### config.mk
export PLATFORM = sky130hd
export DESIGN_NAME = spw_rx_char_decoder
export DESIGN_NICKNAME = d
export VERILOG_FILES = /design/src/rtl/spw_rx_pkg.sv /design/src/rtl/spw_rx_char_fifo.sv /design/src/rtl/spw_rx_char_decoder.sv
export SDC_FILE = /design/constraint.sdc
export NUM_CORES = 1
export LEC_CHECK = 0
export ABC_AREA = 1
export CAP_MARGIN = 0
export CORE_UTILIZATION = 59
export CTS_CLUSTER_DIAMETER = 80
export DETAILED_ROUTE_END_ITERATION = 16
export PLACE_DENSITY = 0.79
export SLEW_MARGIN = 25
export SYNTH_ARGS = -nofsm -noshare
export SYNTH_HDL_FRONTEND = slang
export SYNTH_SLANG_ARGS = --single-unit
export TNS_END_PERCENT = 20
### constraint.sdc
create_clock -name posedge_clk -period 4.49 [get_ports posedge_clk]
set_input_delay 1.1225 -clock posedge_clk [delete_from_list [all_inputs] [get_ports posedge_clk]]
set_output_delay 1.1225 -clock posedge_clk [all_outputs]
set_load 0.05 [all_outputs]
### src/rtl/spw_rx_pkg.sv
// Shared types and constants for the SpaceWire receive character decoder:
// character types, control codes, framing lengths and the FIFO entry layout.
package spw_rx_pkg;

    typedef enum logic [2:0] {
        CH_DATA = 3'd0,
        CH_EOP  = 3'd1,
        CH_EEP  = 3'd2,
        CH_FCT  = 3'd3,
        CH_NULL = 3'd4,
        CH_TIME = 3'd5
    } char_type_t;

    typedef enum logic [1:0] {
        ST_HUNT = 2'd0,
        ST_RUN  = 2'd1,
        ST_ERR  = 2'd2
    } rx_state_t;

    localparam logic [1:0] CTL_FCT = 2'b00;
    localparam logic [1:0] CTL_EOP = 2'b01;
    localparam logic [1:0] CTL_EEP = 2'b10;
    localparam logic [1:0] CTL_ESC = 2'b11;

    localparam logic [3:0] CTRL_LEN = 4'd4;
    localparam logic [3:0] DATA_LEN = 4'd10;

    // Last seven bits of a NULL in arrival order: ESC flag/ctl, FCT P, flag, ctl.
    localparam logic [6:0] NULL_PATTERN = 7'b1110100;

    typedef struct packed {
        char_type_t  ctype;
        logic [7:0]  data;
    } fifo_entry_t;

    // Odd parity covers the previous payload plus the current flag bit.
    function automatic logic parity_gen(input logic flag, input logic prev_xor);
        return ~(flag ^ prev_xor);
    endfunction

endpackage

### src/rtl/spw_rx_char_fifo.sv
// Small ready/valid FIFO of decoded characters. A push while full is accepted
// only when a pop happens in the same cycle.
module spw_rx_char_fifo
    import spw_rx_pkg::*;
#(
    parameter int DEPTH = 4
) (
    input  logic                   clk,
    input  logic                   rst,
    input  logic                   push,
    input  fifo_entry_t            push_entry,
    input  logic                   pop,
    output fifo_entry_t            head,
    output logic                   full,
    output logic                   empty,
    output logic [$clog2(DEPTH):0] level
);

    localparam int AW = $clog2(DEPTH);
    localparam logic [AW-1:0] PTR_ONE  = AW'(1'b1);
    localparam logic [AW:0]   CNT_ONE  = (AW+1)'(1'b1);
    localparam logic [AW:0]   CNT_FULL = (AW+1)'(DEPTH);

    fifo_entry_t   mem_r [DEPTH];
    logic [AW-1:0] wr_ptr_r;
    logic [AW-1:0] rd_ptr_r;
    logic [AW:0]   count_r;
    logic          do_push_s;
    logic          do_pop_s;

    assign full      = (count_r == CNT_FULL);
    assign empty     = (count_r == {(AW+1){1'b0}});
    assign level     = count_r;
    assign head      = mem_r[rd_ptr_r];
    assign do_pop_s  = pop && !empty;
    assign do_push_s = push && (!full || do_pop_s);

    // Storage, power-of-two wrapping pointers and occupancy count.
    always_ff @(posedge clk) begin
        if (rst) begin
            for (int i = 0; i < DEPTH; i++) begin
                mem_r[i] <= '0;
            end
            wr_ptr_r <= '0;
            rd_ptr_r <= '0;
            count_r  <= '0;
        end else begin
            if (do_push_s) begin
                mem_r[wr_ptr_r] <= push_entry;
                wr_ptr_r        <= wr_ptr_r + PTR_ONE;
            end
            if (do_pop_s) begin
                rd_ptr_r <= rd_ptr_r + PTR_ONE;
            end
            case ({do_push_s, do_pop_s})
                2'b10:   count_r <= count_r + CNT_ONE;
                2'b01:   count_r <= count_r - CNT_ONE;
                default: count_r <= count_r;
            endcase
        end
    end

endmodule

### src/rtl/spw_rx_char_decoder.sv
// SpaceWire receive character decoder: NULL hunt, character framing, parity,
// ESC folding and output FIFO. Define SPW_RX_TIMECODE_EN to decode ESC+data as TIME.
module spw_rx_char_decoder
    import spw_rx_pkg::*;
#(
    parameter int FIFO_DEPTH = 4,
    parameter int STRIP_NULL = 1
) (
    input  logic                        posedge_clk,
    input  logic                        rx_reset,
    input  logic                        bit_valid,
    input  logic                        bit_in,
    input  logic                        out_ready,
    output logic                        out_valid,
    output logic [2:0]                  out_type,
    output logic [7:0]                  out_data,
    output logic                        got_null,
    output logic                        err_parity,
    output logic                        err_esc,
    output logic                        err_ovf,
    output logic [$clog2(FIFO_DEPTH):0] fifo_level
);

    rx_state_t   state_r, state_s;
    logic [6:0]  window_r, window_s;
    logic [3:0]  cnt_r, cnt_s;
    logic        p_r, p_s;
    logic        f_r, f_s;
    logic [7:0]  payload_r, payload_s;
    logic        prev_xor_r, prev_xor_s;
    logic        esc_pend_r, esc_pend_s;
    logic        got_null_r, got_null_s;
    logic        err_parity_r, err_parity_s;
    logic        err_esc_r, err_esc_s;
    logic        err_ovf_r, err_ovf_s;

    logic        push_req_s;
    logic        push_s;
    logic        ovf_s;
    logic        pop_s;
    logic        full_s;
    logic        empty_s;
    fifo_entry_t push_entry_s;
    fifo_entry_t head_s;
    logic [3:0]  char_len_s;
    logic        last_s;
    logic [7:0]  payload_full_s;

    assign pop_s          = !empty_s && out_ready;
    assign char_len_s     = f_r ? CTRL_LEN : DATA_LEN;
    assign last_s         = (cnt_r >= 4'd2) && (cnt_r == (char_len_s - 4'd1));
    assign payload_full_s = payload_r | ({7'd0, bit_in} << (cnt_r - 4'd2));

    // State register and sticky status flags.
    always_ff @(posedge posedge_clk) begin
        if (rx_reset) begin
            state_r      <= ST_HUNT;
            window_r     <= 7'd0;
            cnt_r        <= 4'd0;
            p_r          <= 1'b0;
            f_r          <= 1'b0;
            payload_r    <= 8'd0;
            prev_xor_r   <= 1'b0;
            esc_pend_r   <= 1'b0;
            got_null_r   <= 1'b0;
            err_parity_r <= 1'b0;
            err_esc_r    <= 1'b0;
            err_ovf_r    <= 1'b0;
        end else begin
            state_r      <= state_s;
            window_r     <= window_s;
            cnt_r        <= cnt_s;
            p_r          <= p_s;
            f_r          <= f_s;
            payload_r    <= payload_s;
            prev_xor_r   <= prev_xor_s;
            esc_pend_r   <= esc_pend_s;
            got_null_r   <= got_null_s;
            err_parity_r <= err_parity_s;
            err_esc_r    <= err_esc_s;
            err_ovf_r    <= err_ovf_s;
        end
    end

    // Hunt, framing, parity and ESC decode; the push request is resolved
    // against FIFO fullness at the end.
    always_comb begin
        state_s      = state_r;
        window_s     = window_r;
        cnt_s        = cnt_r;
        p_s          = p_r;
        f_s          = f_r;
        payload_s    = payload_r;
        prev_xor_s   = prev_xor_r;
        esc_pend_s   = esc_pend_r;
        got_null_s   = got_null_r;
        err_parity_s = err_parity_r;
        err_esc_s    = err_esc_r;
        err_ovf_s    = err_ovf_r;
        push_req_s   = 1'b0;
        push_entry_s = '{ctype: CH_FCT, data: 8'd0};

        case (state_r)
            ST_HUNT: begin
                if (bit_valid) begin
                    window_s = {window_r[5:0], bit_in};
                    if (window_s == NULL_PATTERN) begin
                        got_null_s = 1'b1;
                        prev_xor_s = 1'b0;
                        esc_pend_s = 1'b0;
                        cnt_s      = 4'd0;
                        state_s    = ST_RUN;
                    end else begin
                        state_s = ST_HUNT;
                    end
                end else begin
                    state_s = ST_HUNT;
                end
            end
            ST_RUN: begin
                if (!bit_valid) begin
                    state_s = ST_RUN;
                end else if (cnt_r == 4'd0) begin
                    p_s       = bit_in;
                    payload_s = 8'd0;
                    cnt_s     = 4'd1;
                end else if (cnt_r == 4'd1) begin
                    f_s   = bit_in;
                    cnt_s = 4'd2;
                end else if (!last_s) begin
                    payload_s = payload_full_s;
                    cnt_s     = cnt_r + 4'd1;
                end else begin
                    payload_s = payload_full_s;
                    cnt_s     = 4'd0;
                    if (p_r != parity_gen(f_r, prev_xor_r)) begin
                        err_parity_s = 1'b1;
                        state_s      = ST_ERR;
                    end else begin
                        prev_xor_s = ^payload_full_s;
                        esc_pend_s = 1'b0;
                        if (f_r) begin
                            case (payload_full_s[1:0])
                                CTL_ESC: begin
                                    if (esc_pend_r) begin
                                        err_esc_s = 1'b1;
                                        state_s   = ST_ERR;
                                    end else begin
                                        esc_pend_s = 1'b1;
                                    end
                                end
                                CTL_FCT: begin
                                    if (esc_pend_r) begin
                                        push_req_s   = (STRIP_NULL == 0);
                                        push_entry_s = '{ctype: CH_NULL, data: 8'd0};
                                    end else begin
                                        push_req_s   = 1'b1;
                                        push_entry_s = '{ctype: CH_FCT, data: 8'd0};
                                    end
                                end
                                CTL_EOP: begin
                                    if (esc_pend_r) begin
                                        err_esc_s = 1'b1;
                                        state_s   = ST_ERR;
                                    end else begin
                                        push_req_s   = 1'b1;
                                        push_entry_s = '{ctype: CH_EOP, data: 8'd0};
                                    end
                                end
                                CTL_EEP: begin
                                    if (esc_pend_r) begin
                                        err_esc_s = 1'b1;
                                        state_s   = ST_ERR;
                                    end else begin
                                        push_req_s   = 1'b1;
                                        push_entry_s = '{ctype: CH_EEP, data: 8'd0};
                                    end
                                end
                                default: begin
                                    state_s = ST_ERR;
                                end
                            endcase
                        end else if (esc_pend_r) begin
`ifdef SPW_RX_TIMECODE_EN
                            push_req_s   = 1'b1;
                            push_entry_s = '{ctype: CH_TIME, data: payload_full_s};
`else
                            err_esc_s = 1'b1;
                            state_s   = ST_ERR;
`endif
                        end else begin
                            push_req_s   = 1'b1;
                            push_entry_s = '{ctype: CH_DATA, data: payload_full_s};
                        end
                    end
                end
            end
            ST_ERR: begin
                state_s = ST_ERR;
            end
            default: begin
                state_s = ST_HUNT;
            end
        endcase

        ovf_s = push_req_s && full_s && !pop_s;
        if (ovf_s) begin
            err_ovf_s = 1'b1;
            state_s   = ST_ERR;
        end else begin
            err_ovf_s = err_ovf_s;
        end
        push_s = push_req_s && !ovf_s;
    end

    spw_rx_char_fifo #(
        .DEPTH (FIFO_DEPTH)
    ) u_fifo (
        .clk        (posedge_clk),
        .rst        (rx_reset),
        .push       (push_s),
        .push_entry (push_entry_s),
        .pop        (pop_s),
        .head       (head_s),
        .full       (full_s),
        .empty      (empty_s),
        .level      (fifo_level)
    );

    assign out_valid  = !empty_s;
    assign out_type   = head_s.ctype;
    assign out_data   = head_s.data;
    assign got_null   = got_null_r;
    assign err_parity = err_parity_r;
    assign err_esc    = err_esc_r;
    assign err_ovf    = err_ovf_r;

endmodule
==> summary.txt <==
Power and ir drop
  – Tot Pwr: 1.47 mW
  – Worst VDD drop: 0.211 mV
  – Pwr dens: 323 mW/mm^2
  – Pleak: 1.85 nW

Detailed routing
  – Post-DRT Antenna Nets: 0
  – Vias per cell: 5.71
  – Via count: 3410
  – Met1 WL: 3.57 mm
  – Metal3 WL: 475 um
  – Avg WL per Cell: 15.2 um
  – DR pass1 iterations: 7
  – Total length of routed wires: 9.05 mm
  – Metal2 WL: 4.65 mm
  – First-iteration detailed-routing DRC count: 252
  – Max Used Layer: met4
  – # DRC: 0

STA
  – Final min period: 3.72 ns
  – Final hold vios: 0
  – Final Max Slew Viols: 0
  – Tcrit/Tclk final: 0.828
  – Rel. slew slack: 0.584
  – Worst Max-Slew Pin Slew: 0.623 ns
  – RSZ-0062 raised after global routing: false
  – Final Worst Setup Slack: 0.773 ns
  – Max Clock Skew: 0.0100 ns
  – Post-Route Setup TNS: 0 ns
  – Setup violations, final: 0
  – FMAX: 269 MHz

Placed design
  – Setup slack at placement: 0.421 ns
  – GPL Wtd Cong: 0.892
  – PortBufs: 23
  – Dpl cells: 581
  – Placed cell areas: 0.00433 mm^2
  – Hpwl dp: 6.53 mm

Synth
  – Post-synth top area cell: edfxtp_1
  – Most used DFF post-synth: edfxtp_1
  – Post-Synth Adder-Cell Area: 0.0391
  – Simple-gate share of the synthesized area: 0.230
  – Netlist cell types: 38
  – Synth Area in XOR/XNOR: 0.00435
  – Post-synthesis cell count: 488
  – Synth Area in Compound Gates: 0.140
  – Ys async rst share: 0
  – Combinational family with the most area after synthesis: simple AND/OR/NAND/NOR gates
  – Cell Area, Synth: 0.00403 mm^2
  – Post-synth top cells: nor2_1, nand2_1, inv_1, o21ai_0, edfxtp_1
  – Syn Area/Cell: 8.26 um^2
  – Synth Register Bits: 81
  – Most common cell in the netlist: nor2_1
  – Post-synth EDFFs: 44
  – Area contributors post-synth: edfxtp_1, dfxtp_1, nor2_1
  – Warnings, synthesis: 0
  – Multiplexer share of the synthesized area: 0
  – Area fraction of the dominant cell type after synthesis: 0.328
  – Seq/Total Area, Yosys: 0.512

Layout
  – Final Non-Filler Cells: 597
  – Area grow syn2layout: 13.0%
  – Nets: 532
  – Fraction of layout cells with a size suffix above 1: 0.0654
  – N_diodes: 0
  – Post-route cell area: 0.00456 mm^2

Floorplanning
  – Chip Width: 84.7 um
  – Die Ht: 84.7 um
  – Total core area: 0.00646 mm^2
  – Total number of placement rows: 29
  – Initial Utilization: 0.624
  – DIE AREA: 0.00717 mm^2
  – I/O pin cnt: 24

CTS
  – TritonCTS clock tree: yes
  – Hold-fix buffer count after cts: 0
  – Clk sinks: 81
  – Skew-Pair Late Insertion Delay: 0.35 ns
  – Clock root cell: clkbuf_8
  – Post-CTS setup buffers: 0
  – Cells resized by post-CTS repair: 0
  – Clock transition at path regs: 0.09 ns
  – Clk buf depth: 2
  – Num CTS Buffers: 9
  – Htree depth: 3

Worst setup path
  – WP data arrival: 2.59 ns
  – R2R cell count: 14
  – Critical path required time: 3.37 ns
  – CP max FO: 23
  – Startpoint types: flip-flop
  – WS Path Type: flip-flop to output pin
  – Critical Path End Type: output pin
  – Crit path max-delay cell type: clkdlybuf4s50_1
  – Slowest stage delay, CP: 0.84 ns
  – Worst-path cell chain: buf_4, inv_1, o21ai_0, o22ai_1, clkdlybuf4s50_1

Run status
  – Status: finished, final reports clean

Min path
  – Min-Delay Path Class: flip-flop to flip-flop
  – Hold Path Depth: 1

Global route
  – Total congestion overflow: 0
  – Initial antenna violation count: 0
  – First-pass GRT wire length: 14.7 mm
  – Largest net degree at the start of global routing: 24
  – GRT Resource Usage Total: 0.267
  – Vias in the first global route: 3262

Flow run
  – Max-cap violations: 0
[per-stage QoR]
| step | util | hold slack (ns) |
|---|---|---|
| 2_1_floorplan | - | 0.436 |
| 3_3_place_gp | 0.670 | 0.439 |
| 3_5_place_dp | 0.670 | 0.454 |
| 4_1_cts | 0.705 | 0.473 |
| 5_1_grt | 0.705 | 0.495 |
| 6_report | 0.705 | 0.470 |
[metal layers]
metal | up-vias | global-route usage
li1 | 1675 | -
met1 | 1587 | 0.302
met2 | 120 | 0.486
met3 | 28 | 0.0344
met4 | 0 | 0.146
met5 | - | 0
[report_power, final]
part / internal (mW) / switching [mW] / leakage (nW)
registers: 0.799 / 0.00706 / 0.740
logic: 0.0185 / 0.0457 / 0.997
clock network: 0.330 / 0.270 / 0.115
[placed cells by master (no fill, tap or decap), types with 3 or more instances in the layout]
master / count
ha_1: 11
nand4_1: 5
o22ai_1: 11
nor2_1: 92
edfxtp_1: 44
nand3_1: 22
a21oi_1: 30
conb_1: 4
clkdlybuf4s50_1: 23
inv_1: 57
nor3_1: 8
a211oi_1: 5
nand2_1: 77
o21ai_0: 45
buf_4: 3
inv_2: 4
clkbuf_8: 10
dfxtp_1: 37
[sequential cells by signal, indices dropped and copies added (netlist names), 2 cells and up, named ones only]
| register | flops |
|---|---|
| u_fifo.mem_r | 44 |
| state_r | 2 |
| u_fifo.rd_ptr_r | 2 |
| payload_r | 8 |
| u_fifo.wr_ptr_r | 2 |
| cnt_r | 4 |
| window_r | 6 |
| u_fifo.level | 3 |
[layout make-up]
cell class	instances	area, um^2
timing repair buffer	26	253
sequential	81	2060
clock buffer	10	138
inverter	61	229
clock inverter	6	90.1
multi-input combinational	336	1690
fill	497	1900
tap	77	96.3
[worst max-delay path: cells and delay by family (launching register included)]
family | cells | cell delay (ns)
AO/OA/AOI/OAI | 2 | 0.41
flip-flops | 1 | 0.31
buffers and inverters | 3 | 1.51
[logic make-up after synthesis]
group	Yosys count
compound gates	103
xor+xnor	2
fa+ha+maj	12
buf+inv	74
flops	81
other cells	1
simple gates	215
[path summary, 6_finish.rpt]
| path | startpoint | to | slack (ns) |
|---|---|---|---|
| min | err_ovf | err_ovf | 0.47 |
| max | flip-flop | out_data[6] | 0.77 |
| min reg2reg | err_ovf | err_ovf | 0.47 |
| max reg2reg | cnt_r[1] | u_fifo.mem_r[2][4] | 1.09 |
Power figures use the tool's default switching activity.
